$ cat src/rtl/interrupt_request_bank.sv
// Interrupt request register bank: per-channel pin synchronisers, edge/level
// capture into IRR, sticky lost-request flags and a fixed-priority encoder.
module interrupt_request_bank #(
  parameter int NUM_IRQ     = 8,
  parameter int SYNC_STAGES = 2,
  parameter int IDX_W       = $clog2(NUM_IRQ)
) (
  input  logic               clock,
  input  logic               reset_n,
  input  logic               write_initial_command_word_1_reset,
  input  logic [NUM_IRQ-1:0] level_triggered_config,
  input  logic               freeze,
  input  logic [NUM_IRQ-1:0] clear_interrupt_request,
  input  logic [NUM_IRQ-1:0] interrupt_request_pin,
  output logic [NUM_IRQ-1:0] interrupt_request_register,
  output logic [NUM_IRQ-1:0] lost_request,
  output logic               any_request,
  output logic [IDX_W-1:0]   highest_request_index
);

  logic [NUM_IRQ-1:0]     sync_reg [SYNC_STAGES];
  logic [SYNC_STAGES-1:0] primed_reg;
  logic [NUM_IRQ-1:0]     arm_reg, arm_next;
  logic [NUM_IRQ-1:0]     irr_reg, irr_next;
  logic [NUM_IRQ-1:0]     lost_reg, lost_next;
  logic [NUM_IRQ-1:0]     sync;
  logic                   primed;

  // primed_reg marks when the final sync stage holds a real pin sample rather
  // than its reset value, so a pin already high at reset release never arms.
  always_ff @(posedge clock or negedge reset_n) begin
    if (!reset_n) begin
      for (int s = 0; s < SYNC_STAGES; s++) begin
        sync_reg[s] <= '0;
      end
      primed_reg <= '0;
    end else begin
      sync_reg[0]   <= interrupt_request_pin;
      primed_reg[0] <= 1'b1;
      for (int s = 1; s < SYNC_STAGES; s++) begin
        sync_reg[s]   <= sync_reg[s-1];
        primed_reg[s] <= primed_reg[s-1];
      end
    end
  end

  assign sync   = sync_reg[SYNC_STAGES-1];
  assign primed = primed_reg[SYNC_STAGES-1];

  always_comb begin
    arm_next  = arm_reg;
    irr_next  = irr_reg;
    lost_next = lost_reg;
    for (int i = 0; i < NUM_IRQ; i++) begin
      if (write_initial_command_word_1_reset || clear_interrupt_request[i]) begin
        arm_next[i]  = 1'b0;
        irr_next[i]  = 1'b0;
        lost_next[i] = 1'b0;
      end else if (freeze) begin
        if (primed && !sync[i]) begin
          arm_next[i] = 1'b1;
        end
      end else if (level_triggered_config[i]) begin
        // Arm tracks "pin currently low" so a later switch to edge mode
        // cannot fire on a pin that was already high.
        irr_next[i] = sync[i];
        arm_next[i] = primed & ~sync[i];
      end else if (!sync[i]) begin
        if (primed) begin
          arm_next[i] = 1'b1;
        end
      end else if (arm_reg[i]) begin
        arm_next[i] = 1'b0;
        if (irr_reg[i]) begin
          lost_next[i] = 1'b1;
        end else begin
          irr_next[i] = 1'b1;
        end
      end
    end
  end

  always_ff @(posedge clock or negedge reset_n) begin
    if (!reset_n) begin
      arm_reg  <= '0;
      irr_reg  <= '0;
      lost_reg <= '0;
    end else begin
      arm_reg  <= arm_next;
      irr_reg  <= irr_next;
      lost_reg <= lost_next;
    end
  end

  always_comb begin
    highest_request_index = '0;
    for (int i = NUM_IRQ - 1; i >= 0; i--) begin
      if (irr_reg[i]) begin
        highest_request_index = IDX_W'(i);
      end
    end
  end

  assign interrupt_request_register = irr_reg;
  assign lost_request               = lost_reg;
  assign any_request                = |irr_reg;

endmodule

$ cat config.mk
export PLATFORM = sky130hd
export DESIGN_NAME = interrupt_request_bank
export DESIGN_NICKNAME = d
export VERILOG_FILES = /design/src/rtl/interrupt_request_bank.sv
export SDC_FILE = /design/constraint.sdc
export NUM_CORES = 1
export LEC_CHECK = 0
export BUFFER_PORTS_ARGS = -buffer_cell sky130_fd_sc_hd__buf_2
export CAP_MARGIN = 20
export CELL_PAD_IN_SITES_DETAIL_PLACEMENT = 1
export CELL_PAD_IN_SITES_GLOBAL_PLACEMENT = 2
export CORE_AREA = 2 2 77 79
export DETAILED_ROUTE_END_ITERATION = 8
export DIE_AREA = 0 0 79 81
export GPL_TIMING_DRIVEN = 0
export PLACE_DENSITY = 0.83
export SLEW_MARGIN = 10
export SYNTH_ARGS = -nofsm -noshare
export SYNTH_HDL_FRONTEND = slang
export SYNTH_SLANG_ARGS = --single-unit
$ cat constraint.sdc
create_clock -name clock -period 1.3 [get_ports clock]
set_input_delay 0.26 -clock clock [delete_from_list [all_inputs] [get_ports clock]]
set_output_delay 0.26 -clock clock [all_outputs]
set_load 0.03 [all_outputs]
* After elaboration in Yosys (flattened, before gate mapping)
Index checks and enable logic that the tools add are counted.
Operators by class: reductions and logical operators 97, equality and inequality tests 24, mux-type cells 137, bitwise logic cells 16
Operator list (number):
- 1-bit two-way mux | 129
- 2-bit nonzero test | 24
- 3-bit nonzero test | 16
- 5-bit AND reduction | 8
- 5-bit nonzero test | 8
- 2-bit by 1-bit inequality test with 1-bit output (second input constant) | 16
- 3-bit two-way mux | 8
- 3-bit by 1-bit inequality test with 1-bit output (second input constant) | 8
- 3-bit AND reduction | 8
- 2-bit AND reduction | 8
- 1-bit AND | 8
- 1-bit logical AND | 8
- 1-bit zero test | 8
- 1-bit logical OR | 8
- 1-bit NOT | 8
- 8-bit OR reduction | 1
Storage, ports and cells: logic and storage cells 301, input port bits 28, register bits after elaboration 42

* Depth between registers and ports, before layout
depth after elaboration 8, mapped depth 4, mapped depth without buffers 3

* Least setup slack after synthesis
OpenSTA, ideal clock, no wires.
kind register -> output, from register irr_reg[0], in the netlist interrupt_request_register[0], to output highest_request_index[0], path buffers 0, arrival time 1.714 ns, path slack -0.674 ns, stages on the path, launching flop included 2, path through dfrtp_1 > o41ai_1
On the way: longest elaborated chain between the ends 1
Ends and longest elaborated chain:
- start: declaration | line 24 | logic [NUM_IRQ-1:0] irr_reg, irr_next;
- start signal: assignment | line 90 | irr_reg <= irr_next;
- 3-bit two-way mux | line 98 | if (irr_reg[i]) begin
- end: declaration | line 18 | output logic [IDX_W-1:0] highest_request_index
Every way passes these cells.

* Worst setup path after layout
Ends and elaborated chain as after synthesis.

==> run metrics <==
failing checks setup timing; number of global-route vias before repair 1543; Fin. Hold Viols 0; Die ar. 6399 sq um; Max Root-Sink Buffers 2; total wire length ~4.4 mm; Hold Crit Endpoint sync_reg[10]$_DFF_PN0_; reg2reg start interrupt_request_register[0]$_DFFE_PN0P_; initial antenna violation count 0; crit path launch type flop; Largest register FFs 16; chip width 79 microns; total power between 2 and 3 mW; CTS clk-pin slew, worst paths ~0.080 ns; cells after synthesis 150; R2R cell count 4; Sink Count 42; worst hold stages 1; drt via density about 4.8; Seq cells post-synth between 40 and 50; Remaining Overflow, GRT 0; Syn-to-layout area delta 39.86%; Initial Util 30.86%; clk_lat worst skew 0.29 ns; hold path startpoint interrupt_request_pin[2]; share of cells above drive strength 1 between 40% and 50%; gpl congestion 0.7253; Clock Root Buffer clkbuf_8; Power per Cell Area 1031 nW/um^2; max cap viols 0; cell chain of the critical path o41ai_4 > buf_6; Fillers roughly 660; worst endpoint required time between 1 and 1.5 ns; most common cell after layout, fill and taps aside buf_2; RSZ-0062 raised after global routing yes; Total GRT Usage about 16%; layout net count 245; crit end category output pin; CP max stage cell dfrtp_2; Worst-Margin Slew between 0.9 and 1 ns; outcome finished, violations left; CP Max Fanout 6; DRC viols 0; final worst slack -0.3355 ns; n_diodes 0; DRT antenna net count 0; RR Endpoint lost_request[0]$_DFFE_PN0P_; Reg area approximately 1100 sq um; leak pwr approximately 1.1 nW; kind of critical path reg2out; I/O Pins 48; Port-buffer cells 47; register area share after synthesis 60.00%; synth warn 0; post-synth net total 178; final worst path period share 125.8%; Pre-antenna DRT Iters 4; slew margin rel. 37.58%; Placement Rows 28; CP arrival 1.38 ns; Worst Clk Skew 0.002576 ns; Fmax achieved a little over 600 MHz; Inserted Clock Buffers 5; mapped cell area roughly 1800 sq um; Die H 81 microns; setup slack, reg-to-reg roughly 0.21 ns; max incr delay on CP 0.49 ns; HPWL Detailed slightly above 3 mm; Final setup viols 7; first-pass GRT wire length about 7.6 mm; pin count of the biggest net entering global routing 43; Multi-input gate area a little over 700 sq um; pre-CTS setup slack -0.1055 ns; Hold Crit Class in2reg; CTS tree yes; vias post-DR 1408; H-tree Lvls 2; max-slew violations 0; VDD IR max a little over 0.5 mV; Initial DRC Count 25; Netlist cell types 24; Syn Area/Cell approximately 12 sq um; most frequent cells in the layout 37 x buf_2, 34 x dfrtp_1, 20 x buf_6; routed len/inst around 15 microns; CORE AREA 5675 sq um; fin crit period between 1.5 and 2 ns
synth_stat cells:
master	n	area (sq um)
dfrtp_1	42	1051
nor2b_2	3	26.28
clkbuf_2	1	5.000
buf_6	1	11.26
nor2b_1	10	62.56
nor4_1	2	12.51
a21oi_1	2	10.01
o21ai_1	1	5.000
inv_1	9	33.78
a211oi_1	7	52.55
clkbuf_1	1	3.750
o21ai_2	2	17.52
nor3_1	8	40.04
a211oi_2	10	125.1
o21bai_1	8	60.06
a31oi_1	8	50.05
nor2_1	3	11.26
o21ai_0	14	70.07
buf_8	1	15.01
and2b_1	5	37.54
conb_1	1	3.750
o41ai_1	1	8.760
nand2_1	9	33.78
buf_2	1	5.000
report_power, final:
part | total, mW | internal (mW) | leakage, nW | switching, mW
Clock | 0.815 | 0.382 | 0.0395 | 0.433
Combinational | 0.337 | 0.146 | 0.552 | 0.190
Sequential | 1.37 | 1.35 | 0.529 | 0.0260
final cells by class:
cell class	count	area share, %
Buffer	5	1.634
Clock buffer	8	3.269
Inverter	9	1.379
Multi-Input combinational cell	94	28.96
Sequential cell	42	43.31
Tap cell	75	3.830
Timing Repair Buffer	60	17.62
metal layers:
layer  global-route usage, %  part of all wire (%)
met5                       0                     0
met4                   5.172                   1.1
met3                   3.333                   3.7
met2                   27.12                    49
met1                   19.62                    46
cells by family (layout without fill, tap and decap cells):
logic type,Yosys count,count (layout),synth area share (%)
AND/OR/NAND/NOR,40,40,12.79
AO/OA/AOI/OAI,53,53,22.79
buffers and inverters,14,82,4.213
flip-flops,42,42,60.00
other,1,1,0.2141
per-stage QoR:
stage / util [%] / setup TNS, ns / hold WS (ns) / area, sq um / cells
floorplan: - / -0.2174 / -0.03559 / 1837 / 150
global placement: 38.16 / -0.2995 / 0.3324 / 2166 / 272
detailed placement: 38.16 / -0.3596 / 0.3356 / 2166 / 272
CTS: 42.37 / -1.519 / 0.05571 / 2405 / 290
global route: 43.17 / -1.859 / 0.04763 / 2450 / 293
finish: 43.17 / -1.442 / 0.06649 / 2450 / 293
what timing repair did:
item                       in CTS  in global routing
hold buffers                    0                  0
gates cloned                    0                  0
pin swaps                       3                  0
setup endpoints to repair       5                 11
buffers inserted               10                  4
resized for setup              26                  6
critical path, delay by kind of cell (launching register included):
family,cells,cell delay (ns)
AO/OA/AOI/OAI,1,0.41
buffers and inverters,1,0.18
flip-flops,1,0.49
how the worst max path moves through the flow:
stage / startpoint / endpoint / slack (ns) / cells after the start
5_1_grt: interrupt_request_register[4]$_DFFE_PN0P_ / highest_request_index[0] / -0.39 / 3
3_5_place_dp: interrupt_request_register[1]$_DFFE_PN0P_ / highest_request_index[0] / -0.11 / 4
4_1_cts: interrupt_request_register[0]$_DFFE_PN0P_ / highest_request_index[0] / -0.36 / 2
2_1_floorplan: interrupt_request_register[6]$_DFFE_PN0P_ / highest_request_index[0] / -0.1 / 3
3_3_place_gp: interrupt_request_register[1]$_DFFE_PN0P_ / highest_request_index[0] / -0.09 / 4
6_report: interrupt_request_register[0]$_DFFE_PN0P_ / highest_request_index[0] / -0.34 / 2
(Power assumes the default switching activity.)
